--- src/rtl/pipe_mem_arbiter_if.sv ---
// Memory-side bus between the pipeline arbiter (master) and the memory (slave).
// Handshake: the master raises m_req together with m_addr/m_we/m_wdata and
// keeps all four stable until the slave returns a one-cycle m_ack, with m_rdata
// valid in that same cycle. The master drops m_req in the cycle after the ack.
// An ack while m_req is low carries no meaning.
interface pipe_mem_arbiter_if;
  logic        m_req;
  logic        m_we;
  logic [31:0] m_addr;
  logic [31:0] m_wdata;
  logic        m_ack;
  logic [31:0] m_rdata;

  modport master (
    output m_req, m_we, m_addr, m_wdata,
    input  m_ack, m_rdata
  );

  modport slave (
    input  m_req, m_we, m_addr, m_wdata,
    output m_ack, m_rdata
  );
endinterface

--- src/rtl/pipe_mem_arbiter.sv ---
// Arbitrates one shared memory port between instruction fetch (IF) and the
// MEM stage. MEM normally wins, but after MAX_MEM_BURST back-to-back MEM grants
// with IF waiting, IF is served next. Each access runs grant -> wait for ack ->
// one response cycle -> back to IDLE. Every output except the stalls is a flop.
module pipe_mem_arbiter #(
  parameter int MAX_MEM_BURST = 4
) (
  input  logic               clk,
  input  logic               reset,
  input  logic               if_req,
  input  logic [31:0]        if_addr,
  output logic [31:0]        if_rdata,
  output logic               if_valid,
  input  logic               mem_read,
  input  logic               mem_write,
  input  logic [31:0]        mem_addr,
  input  logic [31:0]        mem_wdata,
  output logic [31:0]        mem_rdata,
  output logic               mem_done,
  output logic               stall_if,
  output logic               stall_mem,
  output logic [1:0]         state_dbg,
  pipe_mem_arbiter_if.master mbus
);

  localparam int CW = $clog2(MAX_MEM_BURST + 1);

  typedef enum logic [1:0] {
    IDLE    = 2'd0,
    IF_ACC  = 2'd1,
    MEM_ACC = 2'd2,
    RESP    = 2'd3
  } state_t;

  state_t        state;
  state_t        state_nxt;
  logic [CW-1:0] burst_cnt;
  logic          served_mem;  // the access in flight belongs to the MEM stage
  logic          rd_zero;     // MEM access was read+write: the load returns 0
  logic          m_req_q;
  logic          m_we_q;
  logic [31:0]   m_addr_q;
  logic [31:0]   m_wdata_q;

  logic mem_pend;
  logic if_starved;
  logic grant_mem;
  logic grant_if;
  logic ack_take;

  assign mem_pend   = mem_read | mem_write;
  assign if_starved = if_req && (burst_cnt == CW'(MAX_MEM_BURST));

  assign mbus.m_req   = m_req_q;
  assign mbus.m_we    = m_we_q;
  assign mbus.m_addr  = m_addr_q;
  assign mbus.m_wdata = m_wdata_q;
  assign state_dbg    = state;

  // A requester stops stalling only in the response cycle that serves it.
  assign stall_mem = mem_pend && !((state == RESP) && served_mem);
  assign stall_if  = if_req && !((state == RESP) && !served_mem);

  // Next-state and grant/ack decisions.
  always_comb begin
    state_nxt = state;
    grant_mem = 1'b0;
    grant_if  = 1'b0;
    ack_take  = 1'b0;
    case (state)
      IDLE: begin
        if (mem_pend && !if_starved) begin
          grant_mem = 1'b1;
          state_nxt = MEM_ACC;
        end else if (if_req) begin
          grant_if  = 1'b1;
          state_nxt = IF_ACC;
        end
      end
      IF_ACC, MEM_ACC: begin
        if (mbus.m_ack) begin
          ack_take  = 1'b1;
          state_nxt = RESP;
        end
      end
      RESP:    state_nxt = IDLE;
      default: state_nxt = IDLE;
    endcase
  end

  // State register.
  always_ff @(posedge clk or posedge reset) begin
    if (reset) state <= IDLE;
    else       state <= state_nxt;
  end

  // Bus request, burst counter, captured read data and done pulses.
  always_ff @(posedge clk or posedge reset) begin
    if (reset) begin
      burst_cnt  <= '0;
      served_mem <= 1'b0;
      rd_zero    <= 1'b0;
      m_req_q    <= 1'b0;
      m_we_q     <= 1'b0;
      m_addr_q   <= '0;
      m_wdata_q  <= '0;
      if_valid   <= 1'b0;
      mem_done   <= 1'b0;
      if_rdata   <= '0;
      mem_rdata  <= '0;
    end else begin
      if_valid <= 1'b0;
      mem_done <= 1'b0;
      if (grant_mem) begin
        m_req_q    <= 1'b1;
        m_we_q     <= mem_write;
        m_addr_q   <= mem_addr;
        m_wdata_q  <= mem_wdata;
        served_mem <= 1'b1;
        rd_zero    <= mem_read & mem_write;
        if (burst_cnt != CW'(MAX_MEM_BURST)) burst_cnt <= burst_cnt + 1'b1;
      end else if (grant_if) begin
        m_req_q    <= 1'b1;
        m_we_q     <= 1'b0;
        m_addr_q   <= if_addr;
        m_wdata_q  <= '0;
        served_mem <= 1'b0;
        rd_zero    <= 1'b0;
        burst_cnt  <= '0;
      end
      if (ack_take) begin
        m_req_q <= 1'b0;
        if (served_mem) begin
          mem_done <= 1'b1;
          if (!m_we_q)     mem_rdata <= mbus.m_rdata;
          else if (rd_zero) mem_rdata <= '0;
        end else begin
          if_valid <= 1'b1;
          if_rdata <= mbus.m_rdata;
        end
      end
    end
  end

endmodule

--- src/flat_wrapper.sv ---
// flat-port wrapper written by rule: the top's interface ports become plain ports
module pipe_mem_arbiter_flat 
#(
  parameter int MAX_MEM_BURST = 4
)
  (clk, reset, if_req, if_addr, if_rdata, if_valid, mem_read, mem_write, mem_addr, mem_wdata, mem_rdata, mem_done, stall_if, stall_mem, state_dbg, mbus_m_req, mbus_m_we, mbus_m_addr, mbus_m_wdata, mbus_m_ack, mbus_m_rdata);
  pipe_mem_arbiter_if mbus_i ();
  input  logic clk;
  input  logic reset;
  input  logic if_req;
  input  logic [31:0] if_addr;
  output logic [31:0] if_rdata;
  output logic if_valid;
  input  logic mem_read;
  input  logic mem_write;
  input  logic [31:0] mem_addr;
  input  logic [31:0] mem_wdata;
  output logic [31:0] mem_rdata;
  output logic mem_done;
  output logic stall_if;
  output logic stall_mem;
  output logic [1:0] state_dbg;
  output wire logic [$bits(mbus_i.m_req)-1:0] mbus_m_req;
  output wire logic [$bits(mbus_i.m_we)-1:0] mbus_m_we;
  output wire logic [$bits(mbus_i.m_addr)-1:0] mbus_m_addr;
  output wire logic [$bits(mbus_i.m_wdata)-1:0] mbus_m_wdata;
  input wire logic [$bits(mbus_i.m_ack)-1:0] mbus_m_ack;
  input wire logic [$bits(mbus_i.m_rdata)-1:0] mbus_m_rdata;
  assign mbus_m_req = mbus_i.m_req;
  assign mbus_m_we = mbus_i.m_we;
  assign mbus_m_addr = mbus_i.m_addr;
  assign mbus_m_wdata = mbus_i.m_wdata;
  assign mbus_i.m_ack = mbus_m_ack;
  assign mbus_i.m_rdata = mbus_m_rdata;
  pipe_mem_arbiter #(.MAX_MEM_BURST(MAX_MEM_BURST)) u_core (.clk(clk), .reset(reset), .if_req(if_req), .if_addr(if_addr), .if_rdata(if_rdata), .if_valid(if_valid), .mem_read(mem_read), .mem_write(mem_write), .mem_addr(mem_addr), .mem_wdata(mem_wdata), .mem_rdata(mem_rdata), .mem_done(mem_done), .stall_if(stall_if), .stall_mem(stall_mem), .state_dbg(state_dbg), .mbus(mbus_i));
endmodule
--- config.mk ---
export PLATFORM = sky130hd
export DESIGN_NAME = pipe_mem_arbiter_flat
export DESIGN_NICKNAME = d
export VERILOG_FILES = /design/src/rtl/pipe_mem_arbiter_if.sv /design/src/rtl/pipe_mem_arbiter.sv /design/src/flat_wrapper.sv
export SDC_FILE = /design/constraint.sdc
export NUM_CORES = 1
export LEC_CHECK = 0
export BUFFER_PORTS_ARGS = -buffer_cell sky130_fd_sc_hd__clkbuf_2
export CORE_AREA = 2 2 110 122
export CTS_CLUSTER_DIAMETER = 30
export DETAILED_ROUTE_END_ITERATION = 8
export DIE_AREA = 0 0 112 124
export GPL_TIMING_DRIVEN = 0
export PLACE_DENSITY_LB_ADDON = 0.05
export SLEW_MARGIN = 20
export SYNTH_ARGS = -nofsm -noshare
export SYNTH_HDL_FRONTEND = slang
export SYNTH_SLANG_ARGS = --single-unit
export TNS_END_PERCENT = 1
--- constraint.sdc ---
create_clock -name clk -period 13.15 [get_ports clk]
set_input_delay 3.945 -clock clk [delete_from_list [all_inputs] [get_ports clk]]
set_output_delay 3.945 -clock clk [all_outputs]
set_load 0.01 [all_outputs]
==> qor.yml, run 1 <==
ys_ff_latch: 139
cts_hold_repair.buffers: 0
dp_cells: 907
area_delta_synth_final_pct: 38.8
dp_hpwl_um: 11300
r2r_start: "u_core.state_dbg[1]$_DFFE_PP0P_"
worstPathMaxFanout: 5
die_h_um: 124
syn_nets: 618
cts-resized-gates: 0
dr.pass1.iters: 4
die-area_mm2: 0.0139
die_w_um: 112
skew_ns: 0.00596
critPathKind: "input pin to output pin"
worstHoldStart: "u_core.if_rdata[21]$_DFFE_PP0P_"
rsz0062_at_grt: "no"
grt_pass1_wl_um: 22900
crit_required_ns: 9.20
grt_pass1_vias: 4531
crit-reg2reg-capture: "u_core.mem_rdata[29]$_DFFE_PP0P_"
drv_cap: 0
cts-root-buf: "clkbuf_16"
tns_ns: 0
final_nets: 907
vias_per_cell: 5.03
drive_gt1_share_pct: 42.5
drc: 0
outcome: "completed"
final.period_utilization_pct: 64.5
drt-initial-drc-count: 249
final-setup-viol-count: 0
design_area_mm2: 0.00775
min_path_type: "register to register"
numPortBuffers: 269
gp_congestion: 0.844
grt_usage_pct: 21.2
post_cts_buffers: 0
initial_utilization_pct: 44.4
cts_tree: "done"
hold_ws_ns: 0.473
cts_buffers: 17
clk_pin_slew_worst_paths_ns: 0.05
worstSkewPairLatency_ns: 0.41
dp_slack_ns: 4.67
clock_sinks: 139
antenna_found_initial: 0
whs_endpoint: "u_core.if_rdata[21]$_DFFE_PP0P_"
synth.distinct_cells: 31
r2r_slack_ns: 11.15
crit_chain: "clkbuf_2, nor2_1, a21oi_1, clkbuf_2"
rows: 43
fin_cells: 939
reg2reg_depth: 7
avgSynthCellArea_um2: 11.6
placed_cell_area_mm2: 0.00716
grt.overflow.total: 0
max_stage_delay_ns: 0.26
cpMostUsedCell: "clkbuf_2"
end_kind: "output pin"
p_leak_nw: 4.27
fin_ws_ns: 4.66
report.final.slew_viol_count: 0
fmax_ghz: 0.118
ioPinCount: 270
cts_max_path_buffers: 2
critical_path.slowest_cell: "nor2_1"
vias: 4723
start_kind: "input pin"
slew-limit-headroom_pct: 64.6
grt_max_degree: 81
mappedNetlistArea_mm2: 0.00559
worst_pin_slew_ns: 0.531
hold_depth: 2
period_needed_ns: 8.49
p_per_area_mw_per_mm2: 265
cp.arrival_ns: 4.54
synth_seq_area_share_pct: 62.3
ctsHtreeMaxLevel: 4
core_region_area_mm2: 0.0126
ant_nets: 0
wl_per_cell_um: 15.9
wl_um: 15000
diodes: 0
hold_viol: 0
syn_inst: 480
ys_warn_count: 0
peakVddDrop_mv: 0.146
-- worst max path at each step --
stage / endpoint / startpoint
floorplan: stall_if / if_req
global placement: u_core.if_rdata[10]$_DFFE_PP0P_ / reset
detailed placement: stall_mem / mem_write
CTS: stall_mem / mem_write
global route: stall_mem / mem_write
finish: stall_mem / mem_write
-- power by group --
part | internal (W) | switching, W | total, W
registers | 0.000628 | 0.000109 | 0.000737
clock network | 0.000295 | 0.000167 | 0.000461
logic | 0.000381 | 0.000477 | 0.000858
-- critical path, delay by kind of cell --
| family | cells | cell delay, ns |
|---|---|---|
| AND/OR/NAND/NOR | 1 | 0.26 |
| AO/OA/AOI/OAI | 1 | 0.07 |
| buffers and inverters | 2 | 0.27 |
-- flip-flops by register name, indices dropped and copies added, names as in the netlist --
signal               cells
u_core.burst_cnt         3
u_core.mbus.m_wdata     32
u_core.if_rdata         32
u_core.mbus.m_addr      32
u_core.if_valid          1
u_core.rd_zero           1
u_core.state_dbg         2
u_core.mbus.m_req        1
u_core.mem_rdata        32
u_core.mbus.m_we         1
u_core.served_mem        1
u_core.mem_done          1
-- logic make-up after synthesis --
kind of cell / share of synthesized area (%)
AND/OR/NAND/NOR: 10.9
flip-flops: 62.3
AO/OA/AOI/OAI: 15.3
buffers and inverters: 4.57
multiplexers: 6.09
adder cells (fa/ha/maj): 0.896
-- synth_stat cells --
cell / count / area (um2)
dfrtp_1: 139 / 3480
nand2_1: 134 / 503
a22o_1: 65 / 569
mux2i_1: 34 / 340
o21ai_1: 31 / 155
buf_2: 15 / 75.1
inv_1: 9 / 33.8
clkbuf_1: 8 / 30.0
a21oi_1: 7 / 35.0
o21ai_0: 5 / 25.0
ha_1: 4 / 50.1
buf_12: 3 / 60.1
nand3_1: 3 / 15.0
nor2_1: 3 / 11.3
a211oi_2: 2 / 25.0
buf_4: 2 / 15.0
buf_8: 2 / 30.0
a21boi_0: 1 / 7.51
a21o_1: 1 / 7.51
a32o_1: 1 / 10.0
and3_4: 1 / 11.3
buf_6: 1 / 11.3
nand2_4: 1 / 11.3
nand2b_1: 1 / 6.26
nand3b_1: 1 / 7.51
nor3_2: 1 / 10.0
nor3b_2: 1 / 12.5
o22ai_2: 1 / 12.5
o31ai_1: 1 / 7.51
or2_4: 1 / 8.76
or3_4: 1 / 11.3
-- layout make-up --
class	count	area, um2
plain buffers	31	221
clock buffers	27	533
clock inverters	5	55.1
fillers	1089	4840
inverters	9	41.3
multi-input cells	301	1850
flip-flops and latches	139	3480
well taps	157	196
repair buffers	270	1370
-- cell usage in the layout (no fill, tap or decap), drive strengths merged, types with 3 or more instances in the layout --
cell type    n
mux2i       34
nand3        3
buf         24
clkbuf     304
inv          9
a21oi        7
o21ai       36
a22o        65
nand2      135
dfrtp      139
ha           4
nor2         3
-- routing by layer --
| metal | GRT usage [%] | vias up | part of all wire, % | routed length, um |
|---|---|---|---|---|
| met4 | 7.93 | 0 | 1.6 | 238 |
| li1 | - | 2247 | - | - |
| met3 | 5.60 | 18 | 7.0 | 1050 |
| met1 | 28.0 | 2276 | 42 | 6320 |
| met2 | 34.2 | 182 | 49 | 7370 |
| met5 | 0 | - | 0 | 0 |
-- through the flow --
| step | power, W | util (%) |
|---|---|---|
| finish | 0.00206 | 61.6 |
| floorplan | 0.00126 | - |
| global placement | 0.00159 | 56.6 |
| global route | 0.00220 | 61.6 |
| detailed placement | 0.00161 | 56.9 |
| CTS | 0.00208 | 61.6 |
No activity file was read; power rests on OpenSTA's default activity.
==> run 2: changes to the inputs <==
--- a/config.mk
+++ b/config.mk
@@ -6,10 +6,10 @@
 export NUM_CORES = 1
 export LEC_CHECK = 0
 export BUFFER_PORTS_ARGS = -buffer_cell sky130_fd_sc_hd__clkbuf_2
-export CORE_AREA = 2 2 110 122
+export CORE_AREA = 2 2 113 126
 export CTS_CLUSTER_DIAMETER = 30
 export DETAILED_ROUTE_END_ITERATION = 8
-export DIE_AREA = 0 0 112 124
+export DIE_AREA = 0 0 115 128
 export GPL_TIMING_DRIVEN = 0
 export PLACE_DENSITY_LB_ADDON = 0.05
 export SLEW_MARGIN = 20
==> constraint.sdc (replaced) <==
create_clock -name clk -period 7.5 [get_ports clk]
set_input_delay 2.25 -clock clk [delete_from_list [all_inputs] [get_ports clk]]
set_output_delay 2.25 -clock clk [all_outputs]
set_load 0.01 [all_outputs]
==> run 2 against run 1 <==
Core utilization is 4.2 points lower. Sequential share of layout area hardly changed. Highest routed layer unchanged. Register-to-register slack worse by 5.7 ns.
==> qor.yml, run 2 (synthesis gave the netlist of run 1 again) <==
whs_endpoint: "u_core.if_rdata[13]$_DFFE_PP0P_"  # was u_core.if_rdata[21]$_DFFE_PP0P_
cts-root-buf: "clkbuf_16"  # unchanged
reg2reg_depth: 7  # unchanged
tns_ns: 0  # unchanged
initial_utilization_pct: 41.3  # was 44.4%
skew_ns: 0.00561  # was 0.00596 ns
gp_congestion: 0.790  # was 0.844
worstSkewPairLatency_ns: 0.41  # about the same
rsz0062_at_grt: "no"  # unchanged
antenna_found_initial: 0  # unchanged
drt-initial-drc-count: 246  # was 249
cp.arrival_ns: 2.86  # was 4.54 ns
cts_buffers: 17  # unchanged
core_region_area_mm2: 0.0135  # was 0.0126 mm2
outcome: "completed"  # unchanged
final-setup-viol-count: 0  # unchanged
die_h_um: 128  # was 124 um
clk_pin_slew_worst_paths_ns: 0.05  # about the same
p_sw_share_pct: 36.9  # was 36.6%
p_per_area_mw_per_mm2: 465  # was 265 mW/mm2
crit_start: "mem_write"  # unchanged
layout_commonest_cell: "clkbuf_2"  # unchanged
report.final.slew_viol_count: 0  # unchanged
end_kind: "output pin"  # unchanged
final_nets: 907  # unchanged
worst_pin_slew_ns: 0.520  # was 0.531 ns
cts_max_path_buffers: 2  # unchanged
min_path_type: "register to register"  # unchanged
diodes: 0  # unchanged
drc: 0  # unchanged
p_leak_nw: 4.26  # was 4.27 nW
slew-limit-headroom_pct: 65.3  # was 64.6%
grt_usage_pct: 20.6  # was 21.2%
drive_gt1_share_pct: 42.5  # about the same
cts_hold_repair.buffers: 0  # unchanged
grt_pass1_wl_um: 23200  # was 22900 um
vias: 4676  # was 4723
hold_ws_ns: 0.469  # was 0.473 ns
utilization_pct: 57.3  # was 61.6%
fmax_ghz: 0.196
critPathKind: "input pin to output pin"  # unchanged
clock_sinks: 139  # unchanged
hold_viol: 0  # unchanged
worstHoldStart: "u_core.if_rdata[13]$_DFFE_PP0P_"  # was u_core.if_rdata[21]$_DFFE_PP0P_
intPower_w: 0.00227  # was 0.00130 W
area_delta_synth_final_pct: 38.7  # was 38.8%
final_cell_mix: "clkbuf_2, dfrtp_1, nand2_1"  # unchanged
post_cts_buffers: 0  # unchanged
combPwrFrac_pct: 41.7  # about the same
hold_depth: 2  # unchanged
ant_nets: 0  # unchanged
dp_hpwl_um: 11300  # about the same
wl_um: 15300  # was 15000 um
final.period_utilization_pct: 68.2
period_needed_ns: 5.11
dr.pass1.iters: 4  # unchanged
numPortBuffers: 269  # unchanged
peakVddDrop_mv: 0.196  # was 0.146 mV
rows: 45  # was 43
grt_max_degree: 75  # was 81
worstPathMaxFanout: 5  # unchanged
p_clk_share_pct: 22.4  # about the same
wl_per_cell_um: 16.2  # was 15.9 um
ioPinCount: 270  # unchanged
die_w_um: 115  # was 112 um
cts_tree: "done"  # unchanged
cts-resized-gates: 0  # unchanged
p_switching_w: 0.00133  # was 0.000753 W
start_kind: "input pin"  # unchanged
crit_required_ns: 5.25  # was 9.20 ns
ctsHtreeMaxLevel: 4  # unchanged
vias_per_cell: 4.95  # was 5.03
p_seq_share_pct: 35.9  # was 35.8%
drv_cap: 0  # unchanged
r2r_slack_ns: 5.47  # was 11.15 ns
r2r_start: "u_core.state_dbg[1]$_DFFE_PP0P_"  # unchanged
fill_cells: 1230  # was 1089
crit-reg2reg-capture: "u_core.mem_rdata[30]$_DFFE_PP0P_"  # was u_core.mem_rdata[29]$_DFFE_PP0P_
grt.overflow.total: 0  # unchanged
grt_pass1_vias: 4524  # was 4531
die-area_mm2: 0.0147  # was 0.0139 mm2
## run 2: how the worst max path moves through the flow
stage	cells after the start	slack (ns)	endpoint
finish	4	2.39	stall_mem
global route	4	2.32	stall_mem
CTS	4	2.39	stall_mem
global placement	2	0.009	u_core.mbus.m_wdata[19]$_DFFE_PP0P_
floorplan	1	1.53	u_core.burst_cnt[0]$_DFFE_PP0P_
detailed placement	4	2.39	stall_mem
## run 2: final cells by class
cell class	count	area (um2)	area share, %
sequential	139	3480	44.9
multi-input combinational	301	1850	23.9
timing repair buffer	270	1370	17.7
clock buffer	25	515	6.65
buffer	31	221	2.86
tap	164	205	2.65
clock inverter	6	60.1	0.775
inverter	9	41.3	0.533
## run 2: routing by layer
metal / vias to the layer above / share of wire (%) / track usage, %
li1: 2243 / - / -
met1: 2244 / 43 / 26.8
met2: 164 / 50 / 33.4
met3: 25 / 5.6 / 4.68
met4: 0 / 2.0 / 8.43
met5: - / 0 / 0
## run 2: worst max-delay path: stages
cell and delay [ns]:
clkbuf_2 0.12, nor2_1 0.28, a21oi_1 0.07, clkbuf_2 0.14
## run 2: metrics by stage
step | cell area (um2) | total power [W] | instances | worst slack, ns
finish | 7750 | 0.00361 | 945 | 2.39
global route | 7750 | 0.00385 | 945 | 2.32
CTS | 7750 | 0.00365 | 945 | 2.39
detailed placement | 7170 | 0.00283 | 914 | 2.39
global placement | 7140 | 0.00279 | 913 | 0.00875
floorplan | 5590 | 0.00221 | 480 | 1.53
## run 2: power groups by stage
stage / combinational [W] / sequential (W) / clock [W]
2_1_floorplan: 0.000773 / 0.00144 / 0
3_3_place_gp: 0.00150 / 0.00129 / 0
3_5_place_dp: 0.00153 / 0.00130 / 0
4_1_cts: 0.00153 / 0.00130 / 0.000819
5_1_grt: 0.00166 / 0.00134 / 0.000850
6_report: 0.00150 / 0.00129 / 0.000807
==> run 3: changes to the inputs <==
--- a/config.mk
+++ b/config.mk
@@ -5,11 +5,12 @@
 export SDC_FILE = /design/constraint.sdc
 export NUM_CORES = 1
 export LEC_CHECK = 0
+export ABC_AREA = 1
 export BUFFER_PORTS_ARGS = -buffer_cell sky130_fd_sc_hd__clkbuf_2
-export CORE_AREA = 2 2 113 126
+export CORE_AREA = 2 2 118 132
 export CTS_CLUSTER_DIAMETER = 30
 export DETAILED_ROUTE_END_ITERATION = 8
-export DIE_AREA = 0 0 115 128
+export DIE_AREA = 0 0 120 134
 export GPL_TIMING_DRIVEN = 0
 export PLACE_DENSITY_LB_ADDON = 0.05
 export SLEW_MARGIN = 20
==> constraint.sdc (replaced) <==
create_clock -name clk -period 4.6 [get_ports clk]
set_input_delay 1.38 -clock clk [delete_from_list [all_inputs] [get_ports clk]]
set_output_delay 1.38 -clock clk [all_outputs]
set_load 0.01 [all_outputs]
==> run 3 against run 2 <==
Via count is 27% higher. Critical path type unchanged. Wire length grew 15%. Clock power grew 73%. Highest routed layer unchanged. Global-route usage rose by 1.5 points. Non-clock buffer count grew 22. Critical endpoint unchanged. Largest cell class unchanged. Worst setup slack worse by 1.1 ns.
==> qor.yml, run 3 <==
outcome: "completed"  # unchanged
synth_fa_ha_area_share_pct: 0.806  # was 0.896%
cts_max_path_buffers: 2  # unchanged
grt_usage_pct: 22.1  # was 20.6%
synthMuxAreaShare_pct: 0  # was 6.09%
cts_buffers: 17  # unchanged
fin_ws_ns: 1.32  # was 2.39 ns
clock_sinks: 139  # unchanged
final_cell_mix: "clkbuf_2, nand2_1, dfrtp_1"  # was clkbuf_2, dfrtp_1, nand2_1
wl_per_cell_um: 14.1  # was 16.2 um
drv_cap: 0  # unchanged
syn_nets: 876  # was 618
multi_input_area_mm2: 0.00207  # was 0.00185 mm2
final_nets: 1169  # was 907
antenna_found_initial: 0  # unchanged
core_region_area_mm2: 0.0148  # was 0.0135 mm2
synth-compound-area-share_pct: 5.86  # was 15.3%
numPortBuffers: 269  # unchanged
dr.pass1.iters: 5  # was 4
end_kind: "output pin"  # unchanged
synth_top_family_by_area: "simple AND/OR/NAND/NOR gates"  # was compound AO/OA/AOI/OAI gates
drive_gt1_share_pct: 32.9  # was 42.5%
fmax_ghz: 0.305
die_w_um: 120  # was 115 um
p_per_area_mw_per_mm2: 697  # was 465 mW/mm2
synthSimpleGateAreaFrac_pct: 26.6  # was 10.9%
initial_utilization_pct: 42.1  # was 41.3%
final.period_utilization_pct: 71.3
peakVddDrop_mv: 0.298  # was 0.196 mV
die_h_um: 134  # was 128 um
ys_ff_latch: 139  # unchanged
area_delta_synth_final_pct: 37.3  # was 38.7%
skew_ns: 0.00951  # was 0.00561 ns
cts_tree: "done"  # unchanged
critPathKind: "input pin to output pin"  # unchanged
avgSynthCellArea_um2: 8.41  # was 11.6 um2
die-area_mm2: 0.0161  # was 0.0147 mm2
syn_inst: 738  # was 480
fill_cells: 1439  # was 1230
synth.distinct_cells: 21  # was 31
grt_max_degree: 33  # was 75
grt_pass1_wl_um: 28100  # was 23200 um
drc: 0  # unchanged
vias_per_cell: 4.79  # was 4.95
diodes: 0  # unchanged
final-setup-viol-count: 0  # unchanged
synth_edf_count: 0  # unchanged
cts-root-buf: "clkbuf_16"  # unchanged
synth_seq_area_share_pct: 56.0  # was 62.3%
synth_top_area_share_pct: 56.0  # was 62.3%
crit_required_ns: 3.22  # was 5.25 ns
cts-resized-gates: 0  # unchanged
cp.arrival_ns: 1.90  # was 2.86 ns
grt.overflow.total: 0  # unchanged
layout_commonest_cell: "clkbuf_2"  # unchanged
drt-initial-drc-count: 307  # was 246
synth_area_leader_cell: "dfrtp_1"  # unchanged
p_leak_nw: 4.97  # was 4.26 nW
hold_viol: 0  # unchanged
synthXorXnorAreaFrac_pct: 0.141  # was 0%
mappedNetlistArea_mm2: 0.00621  # was 0.00559 mm2
rsz0062_at_grt: "no"  # unchanged
yosysMostFrequentCell: "nand2_1"  # was dfrtp_1
slew-limit-headroom_pct: 67.8  # was 65.3%
wl_um: 17500  # was 15300 um
post_cts_buffers: 0  # unchanged
period_needed_ns: 3.28
clk_pin_slew_worst_paths_ns: 0.06  # was 0.05 ns
rows: 47  # was 45
dp_hpwl_um: 13300  # was 11300 um
grt_pass1_vias: 5798  # was 4524
synthTopCellsByArea: "dfrtp_1, nand2_1, nand3_1"  # was dfrtp_1, a22o_1, nand2_1
gp_congestion: 0.780  # was 0.790
report.final.slew_viol_count: 0  # unchanged
cts_hold_repair.buffers: 0  # unchanged
worstSkewPairLatency_ns: 0.42  # was 0.41 ns
synthArstFlopShare_pct: 100  # unchanged
ys_warn_count: 0  # unchanged
ioPinCount: 270  # unchanged
dp_slack_ns: 1.31  # was 2.39 ns
worstPathMaxFanout: 4  # was 5
synth-main-ff-cell: "dfrtp_1"  # unchanged
min_path_type: "register to register"  # unchanged
ant_nets: 0  # unchanged
vias: 5939  # was 4676
start_kind: "input pin"  # unchanged
ctsHtreeMaxLevel: 4  # unchanged
seqCellArea_mm2: 0.00348  # unchanged
synthTopCellsByCount: "nand2_1, dfrtp_1, nand3_1"  # was dfrtp_1, nand2_1, a22o_1
worst_pin_slew_ns: 0.483  # was 0.520 ns
tns_ns: 0  # unchanged
[run 3: cell types whose count changed after synthesis, moves of 31 or more]
cell     change
nand3_1    +132
mux2i_1     -34
a22o_1      -65
nand2_1     +49
inv_1       +98
o21ai_1     -31
nand4_1     +34
o21ai_0     +61
[run 3: per-layer routing]
metal  track usage, %  wire length, um
met4             6.99              260
met2             36.8             8640
met1             27.6             7490
met3             6.59             1150
met5                0                0
[run 3: cells by family (layout without fill, tap and decap cells)]
kind of cell / Yosys count / after routing
XOR/XNOR: 1 / 1
AO/OA/AOI/OAI: 69 / 69
flip-flops: 139 / 139
adder cells (fa/ha/maj): 4 / 4
AND/OR/NAND/NOR: 364 / 364
buffers and inverters: 161 / 467
[run 3: power breakdown]
part	total (W)	switching (W)	internal, W
logic	0.00242	0.00149	0.000936
registers	0.00212	0.000315	0.00180
clock network	0.00140	0.000529	0.000874
[run 3: area by class of cell]
type                            instances  share of cell area (%)
Tap cell                              196                    2.88
Buffer                                 49                    2.80
Timing Repair Buffer                  274                    17.1
Clock buffer                           20                    5.24
Inverter                              112                    4.98
Sequential cell                       139                    40.8
Clock inverter                         12                    1.92
Multi-Input combinational cell        438                    24.3
[run 3: critical path, cell delays in order]
cell	delay, ns
clkbuf_2	0.10
inv_2	0.07
a22oi_1	0.17
clkbuf_2	0.18
[run 3: worst paths after layout]
| kind | start | end | slack, ns | cells after the start |
|---|---|---|---|---|
| max reg2reg | u_core.state_dbg[1]$_DFFE_PP0P_ | u_core.mem_rdata[5]$_DFFE_PP0P_ | 2.67 | 8 |
| max in group asynchronous | reset | u_core.mbus.m_wdata[19]$_DFFE_PP0P_ | 2.87 | 5 |
| min reg2reg | u_core.if_rdata[13]$_DFFE_PP0P_ | u_core.if_rdata[13]$_DFFE_PP0P_ | 0.48 | 2 |
| max | mem_read | stall_mem | 1.32 | 4 |
| min in group asynchronous | reset | u_core.if_rdata[23]$_DFFE_PP0P_ | 0.88 | 2 |
| min | u_core.if_rdata[13]$_DFFE_PP0P_ | u_core.if_rdata[13]$_DFFE_PP0P_ | 0.48 | 2 |
[run 3: per-stage QoR]
stage          power (W)  area, um2  utilization (%)  cells  hold WS (ns)
2_1_floorplan    0.00355       6210                -    738         0.449
3_3_place_gp     0.00454       7800             52.9   1203         0.466
3_5_place_dp     0.00460       7910             53.6   1208         0.473
4_1_cts          0.00602       8520             57.7   1240         0.489
5_1_grt          0.00641       8520             57.7   1240         0.507
6_report         0.00594       8520             57.7   1240         0.483
